`config.mk`:
```
export PLATFORM = sky130hd
export DESIGN_NAME = memrq_arbiter
export DESIGN_NICKNAME = d
export VERILOG_FILES = /design/src/rtl/memrq_arbiter.sv
export SDC_FILE = /design/constraint.sdc
export NUM_CORES = 1
export LEC_CHECK = 0
export CORE_ASPECT_RATIO = 0.75
export CORE_MARGIN = 4
export CORE_UTILIZATION = 45
export CTS_CLUSTER_DIAMETER = 120
export DETAILED_ROUTE_END_ITERATION = 16
export GPL_TIMING_DRIVEN = 0
export PLACE_DENSITY_LB_ADDON = 0.2
export RECOVER_POWER = 50
export SLEW_MARGIN = 20
export SYNTH_ARGS = -nofsm -noshare
export SYNTH_HDL_FRONTEND = slang
export SYNTH_SLANG_ARGS = --single-unit
```
`constraint.sdc`:
```
create_clock -name clk -period 3.2 [get_ports clk]
set_input_delay 0.96 -clock clk [delete_from_list [all_inputs] [get_ports clk]]
set_output_delay 0.96 -clock clk [all_outputs]
set_load 0.01 [all_outputs]
```
`src/rtl/memrq_arbiter.sv`:
```
// memrq_arbiter: merges an instruction-fetch client (read-only) and a data
// client (read/write) onto the single-outstanding memory request bridge and
// routes each bridge response back to the client that issued it.
// Optional feature: define MEMARB_ROUND_ROBIN_EN to break ties by granting
// the client that did not win last time. Without it, data always beats
// instruction fetch.
module memrq_arbiter #(
  parameter int ISSUE_GAP = 0
) (
  input  logic        clk,
  input  logic        rstn,
  input  logic        inst_request_enable,
  input  logic [31:0] inst_req_addr,
  output logic        inst_response_enable,
  output logic [31:0] inst_resp_data,
  input  logic        data_request_enable,
  input  logic        data_req_mode,
  input  logic [31:0] data_req_addr,
  input  logic [31:0] data_req_wdata,
  input  logic [3:0]  data_req_wstrb,
  output logic        data_response_enable,
  output logic [31:0] data_resp_data,
  output logic        request_enable,
  output logic        req_mode,
  output logic [31:0] req_addr,
  output logic [31:0] req_wdata,
  output logic [3:0]  req_wstrb,
  input  logic        response_enable,
  input  logic [31:0] resp_data,
  output logic        busy,
  output logic        overrun
);

  typedef enum logic [1:0] {IDLE, ISSUE, WAIT_RESP, GAP} state_t;
  typedef enum logic {INST = 1'b0, DATA = 1'b1} client_t;

`ifdef MEMARB_ROUND_ROBIN_EN
  localparam bit RR_EN = 1'b1;
`else
  localparam bit RR_EN = 1'b0;
`endif

  state_t      state, state_next;
  client_t     owner, last_grant;
  logic [3:0]  gap_cnt;

  logic        inst_valid;
  logic [31:0] inst_addr;
  logic        data_valid;
  logic        data_mode;
  logic [31:0] data_addr;
  logic [31:0] data_wdata;
  logic [3:0]  data_wstrb;

  logic        issue;
  logic        done;
  logic        grant_data;

  assign busy = (state != IDLE);

  // Winner selection: data unless only instruction is waiting; ties go to the
  // client that did not win last when round-robin is enabled.
  always_comb begin
    grant_data = data_valid;
    if (RR_EN && data_valid && inst_valid) grant_data = (last_grant == INST);
  end

  // Next-state logic plus the one-cycle issue/done strobes.
  always_comb begin
    // NOTE: every output of this block gets a default first, so no path can
    // leave one unassigned and infer a latch.
    state_next = state;
    issue      = 1'b0;
    done       = 1'b0;
    case (state)
      IDLE: begin
        if (inst_valid || data_valid) begin
          issue      = 1'b1;
          state_next = ISSUE;
        end
      end
      ISSUE:     state_next = WAIT_RESP;
      WAIT_RESP: begin
        if (response_enable) begin
          done       = 1'b1;
          state_next = (ISSUE_GAP == 0) ? IDLE : GAP;
        end
      end
      GAP:       if (gap_cnt <= 4'd1) state_next = IDLE;
      default:   state_next = IDLE;
    endcase
  end

  // State register and post-response gap counter.
  always_ff @(posedge clk or negedge rstn) begin
    // NOTE: sequential state is updated with non-blocking assignments so every
    // register samples pre-edge values regardless of statement order.
    if (!rstn) begin
      state   <= IDLE;
      gap_cnt <= 4'd0;
    end else begin
      state <= state_next;
      if (done)              gap_cnt <= 4'(ISSUE_GAP);
      else if (state == GAP) gap_cnt <= gap_cnt - 4'd1;
    end
  end

  // Pending slots: a pulse on a free slot is captured; a pulse on an occupied
  // slot is dropped and latches overrun. Completion clear beats a same-edge pulse.
  always_ff @(posedge clk or negedge rstn) begin
    if (!rstn) begin
      // NOTE: payload registers are reset as well even though valid qualifies
      // them; it keeps the whole block in a known state after reset.
      inst_valid <= 1'b0;
      inst_addr  <= '0;
      data_valid <= 1'b0;
      data_mode  <= 1'b0;
      data_addr  <= '0;
      data_wdata <= '0;
      data_wstrb <= '0;
      overrun    <= 1'b0;
    end else begin
      if ((inst_request_enable && inst_valid) || (data_request_enable && data_valid))
        overrun <= 1'b1;

      if (done && owner == INST) begin
        inst_valid <= 1'b0;
      end else if (inst_request_enable && !inst_valid) begin
        inst_valid <= 1'b1;
        inst_addr  <= inst_req_addr;
      end

      if (done && owner == DATA) begin
        data_valid <= 1'b0;
      end else if (data_request_enable && !data_valid) begin
        data_valid <= 1'b1;
        data_mode  <= data_req_mode;
        data_addr  <= data_req_addr;
        data_wdata <= data_req_wdata;
        data_wstrb <= data_req_wstrb;
      end
    end
  end

  // Downstream request: one-cycle pulse carrying the winner's fields.
  always_ff @(posedge clk or negedge rstn) begin
    if (!rstn) begin
      request_enable <= 1'b0;
      req_mode       <= 1'b0;
      req_addr       <= '0;
      req_wdata      <= '0;
      req_wstrb      <= '0;
      owner          <= INST;
    end else begin
      request_enable <= issue;
      if (issue) begin
        if (grant_data) begin
          owner     <= DATA;
          req_mode  <= data_mode;
          req_addr  <= data_addr;
          req_wdata <= data_wdata;
          req_wstrb <= data_wstrb;
        end else begin
          owner     <= INST;
          req_mode  <= 1'b0;
          req_addr  <= inst_addr;
          req_wdata <= '0;
          req_wstrb <= '0;
        end
      end
    end
  end

  // Response routing back to the owner; the other client's data holds.
  always_ff @(posedge clk or negedge rstn) begin
    if (!rstn) begin
      inst_response_enable <= 1'b0;
      inst_resp_data       <= '0;
      data_response_enable <= 1'b0;
      data_resp_data       <= '0;
      last_grant           <= INST;
    end else begin
      inst_response_enable <= done && (owner == INST);
      data_response_enable <= done && (owner == DATA);
      if (done) begin
        last_grant <= owner;
        if (owner == INST) inst_resp_data <= resp_data;
        else               data_resp_data <= resp_data;
      end
    end
  end

endmodule

```
==> summary.txt <==
Clocking
  • CTS root buffer: clkbuf_16
  • Clk slew on worst S/H paths: 60 ps
  • Cts hold-fix bufs: 0
  • CTS Sinks: 247
  • Setup bufs post-CTS: 0
  • Clock latency at the later pin of the worst-skew pair: 510 ps
  • Max Buffers Root-to-Sink: 3
  • CTS H-tree lvls: 1
  • CTS tree: built
  • TritonCTS buffer count: 25

Placed design
  • Post-DP HPWL: 16900 microns
  • DP Worst Slack: 215 ps
  • Gpl congestion: 0.766
  • # port buffers: 275

Logic synthesis
  • Prevailing post-synth register cell: dfrtp_1
  • Register area share after synthesis: 64.9%
  • Dominant cell type by area after synthesis: dfrtp_1
  • Async SR Flop Fraction: 100%
  • Top post-synthesis cells by area: dfrtp_1, mux2_2, o21ai_0
  • Yosys Warn Count: 0
  • Yosys top cell area share: 64.9%
  • Syn Nets: 767
  • Synth Instances: 627
  • Synth top cells by count: dfrtp_1, mux2_2, o21ai_0
  • EDFF count, synth: 0
  • Mapped cell area: 0.00953 sq mm
  • Avg Cell Area, Syn: 15.2 sq um
  • Cell variety after synth: 30
  • Yosys reg bits: 247
  • Most frequent cell after synthesis: dfrtp_1

Cells and area
  • Nets@finish: 1071
  • Core Util, Final: 65.4%
  • Layout area overhead: 40.7%
  • Share of layout cells above drive strength 1: 23.7%
  • # diodes: 0

Pwr
  • Peak supply drop: 0.000575 V
  • P_leak: 5.86 nW
  • Power Density: 1010 mW/mm^2
  • Final Power: 13.5 mW

Detailed routing
  • Initial DRC Count: 258
  • Routed len/inst: 19.1 microns
  • Vias: 6271
  • # DRC: 0
  • ANT nets after route: 0
  • DR vias/cell: 5.10
  • Drt pass-1 iters: 4
  • Drt total wl: 23400 microns

Global route
  • Largest net degree at the start of global routing: 82
  • Antenna violations before repair: 1
  • All-layer global routing usage: 19.7%
  • First-pass GRT wire length: 37300 microns
  • Gr ovfl total: 0
  • Vias in the first global route: 6641

Worst setup path
  • WP buf/inv: 3
  • Crit path cell chain: buf_2 > nor2_1 > inv_2 > clkdlybuf4s50_1
  • Slowest stage delay, CP: 600 ps
  • Delay-heaviest family, CP: buffers and inverters
  • Arr. time, crit path: 1900 ps
  • Crit Path Class: flip-flop to output pin
  • Worst Path Required: 2240 ps
  • CP Max Fanout: 15
  • CP Launch Type: flip-flop
  • Crit-path slowest cell: clkdlybuf4s50_1
  • CP Capture Type: output pin

STA
  • Post-route minimum period: 2860 ps
  • Fmax: 0.349 GHz
  • Final hold slack: 485 ps
  • Unrepaired setup endpoints after global routing: no
  • Fin. max-slew vios: 61
  • Final hold viol count: 0
  • Final setup vio count: 0
  • Final worst path period share: 89.5%
  • Setup Skew: 9.44 ps
  • Slew headroom: -4.73%
  • Least-Margin Pin Slew: 1570 ps
  • Post-route setup slack: 337 ps

Floorplan
  • Total core area: 0.0205 sq mm
  • I/O pin count: 276
  • Row cnt: 45
  • Chip Height: 134 microns
  • Die area: 0.0236 sq mm
  • Die width: 176 microns
  • Initial Util: 46.5%

Min path
  • Hold/Removal Path Class: flip-flop to flip-flop

Run
  • MaxCap Viol Count: 1

Status
  • Status: finished, violations left
  • Violated checks: capacitance limit, slew limit
## cell families after synthesis
family | synth area share (%)
muxes | 23.3
AOI/OAI and AO/OA | 7.56
DFF | 64.9
and+or+nand+nor | 1.42
buffers and inverters | 2.64
adders and majority gates | 0.263
## state kept, by name (all words and copies together) (netlist names), 2 cells and up
name and count:
data_addr 32, data_resp_data 32, data_wdata 32, inst_addr 32, inst_resp_data 32, req_addr 32
req_wdata 32, data_wstrb 4, gap_cnt 4, req_wstrb 4, state 2
## metal layers
metal	share of wire [%]	vias up	track usage (%)
li1	-	2875	-
met4	2.5	2	4.85
met5	0.030	-	0
met1	45	3170	28.3
met2	45	184	30.1
met3	7.0	40	5.41
## repair_timing
action                                  4_1_cts  5_1_grt
pin swaps                                     0        0
resized for setup                             0        1
endpoints found under the setup margin        1        1
cloned                                        0        0
## area by class of cell
type,instances,area (sq um)
Fill cell,1581,7080
Sequential cell,247,6180
Multi-Input combinational cell,332,3080
Timing Repair Buffer,278,2830
Clock buffer,34,679
Tap cell,282,353
Buffer,40,209
Clock inverter,9,51.3
Inverter,7,26.3
## final timing paths
path                       slack [ps]  cells past startpoint                end           from
max in group asynchronous         680                      4      data_wdata[6]           rstn
min in group asynchronous         830                      1  data_resp_data[9]           rstn
max reg2reg                       610                      4        req_addr[1]     data_valid
max                               340                      4               busy       state[1]
min                               480                      1       req_wstrb[0]  data_wstrb[0]
min reg2reg                       480                      1       req_wstrb[0]  data_wstrb[0]
## stage by stage
stage / instance area, sq um / TNS, ps / instances
2_1_floorplan: 9530 / 0 / 627
3_3_place_gp: 12600 / -2348070 / 1184
3_5_place_dp: 12700 / 0 / 1187
4_1_cts: 13400 / 0 / 1229
5_1_grt: 13400 / 0 / 1229
6_report: 13400 / 0 / 1229
## cell usage in the layout, fill, tap and decap left out, types with 2 or more instances in the layout
cell             count
buf_6                6
dfrtp_1            247
a22o_1              38
buf_1                4
mux2_4              10
mux2i_1             32
clkbuf_1            26
buf_2               11
buf_16               3
ha_1                 2
clkbuf_16           25
mux2_2             154
nor2_1               7
o21ai_0             70
clkinv_2             7
nand2_1              4
clkdlybuf4s50_1    273
clkbuf_8             2
inv_1                6
## report_power, final
group | total, mW | internal, mW | leakage [nW] | switching [mW]
registers | 5.44 | 4.67 | 3.00 | 0.774
clock network | 2.64 | 1.48 | 0.363 | 1.15
logic | 5.46 | 3.21 | 2.50 | 2.25
No activity file was read; power rests on OpenSTA's default activity.
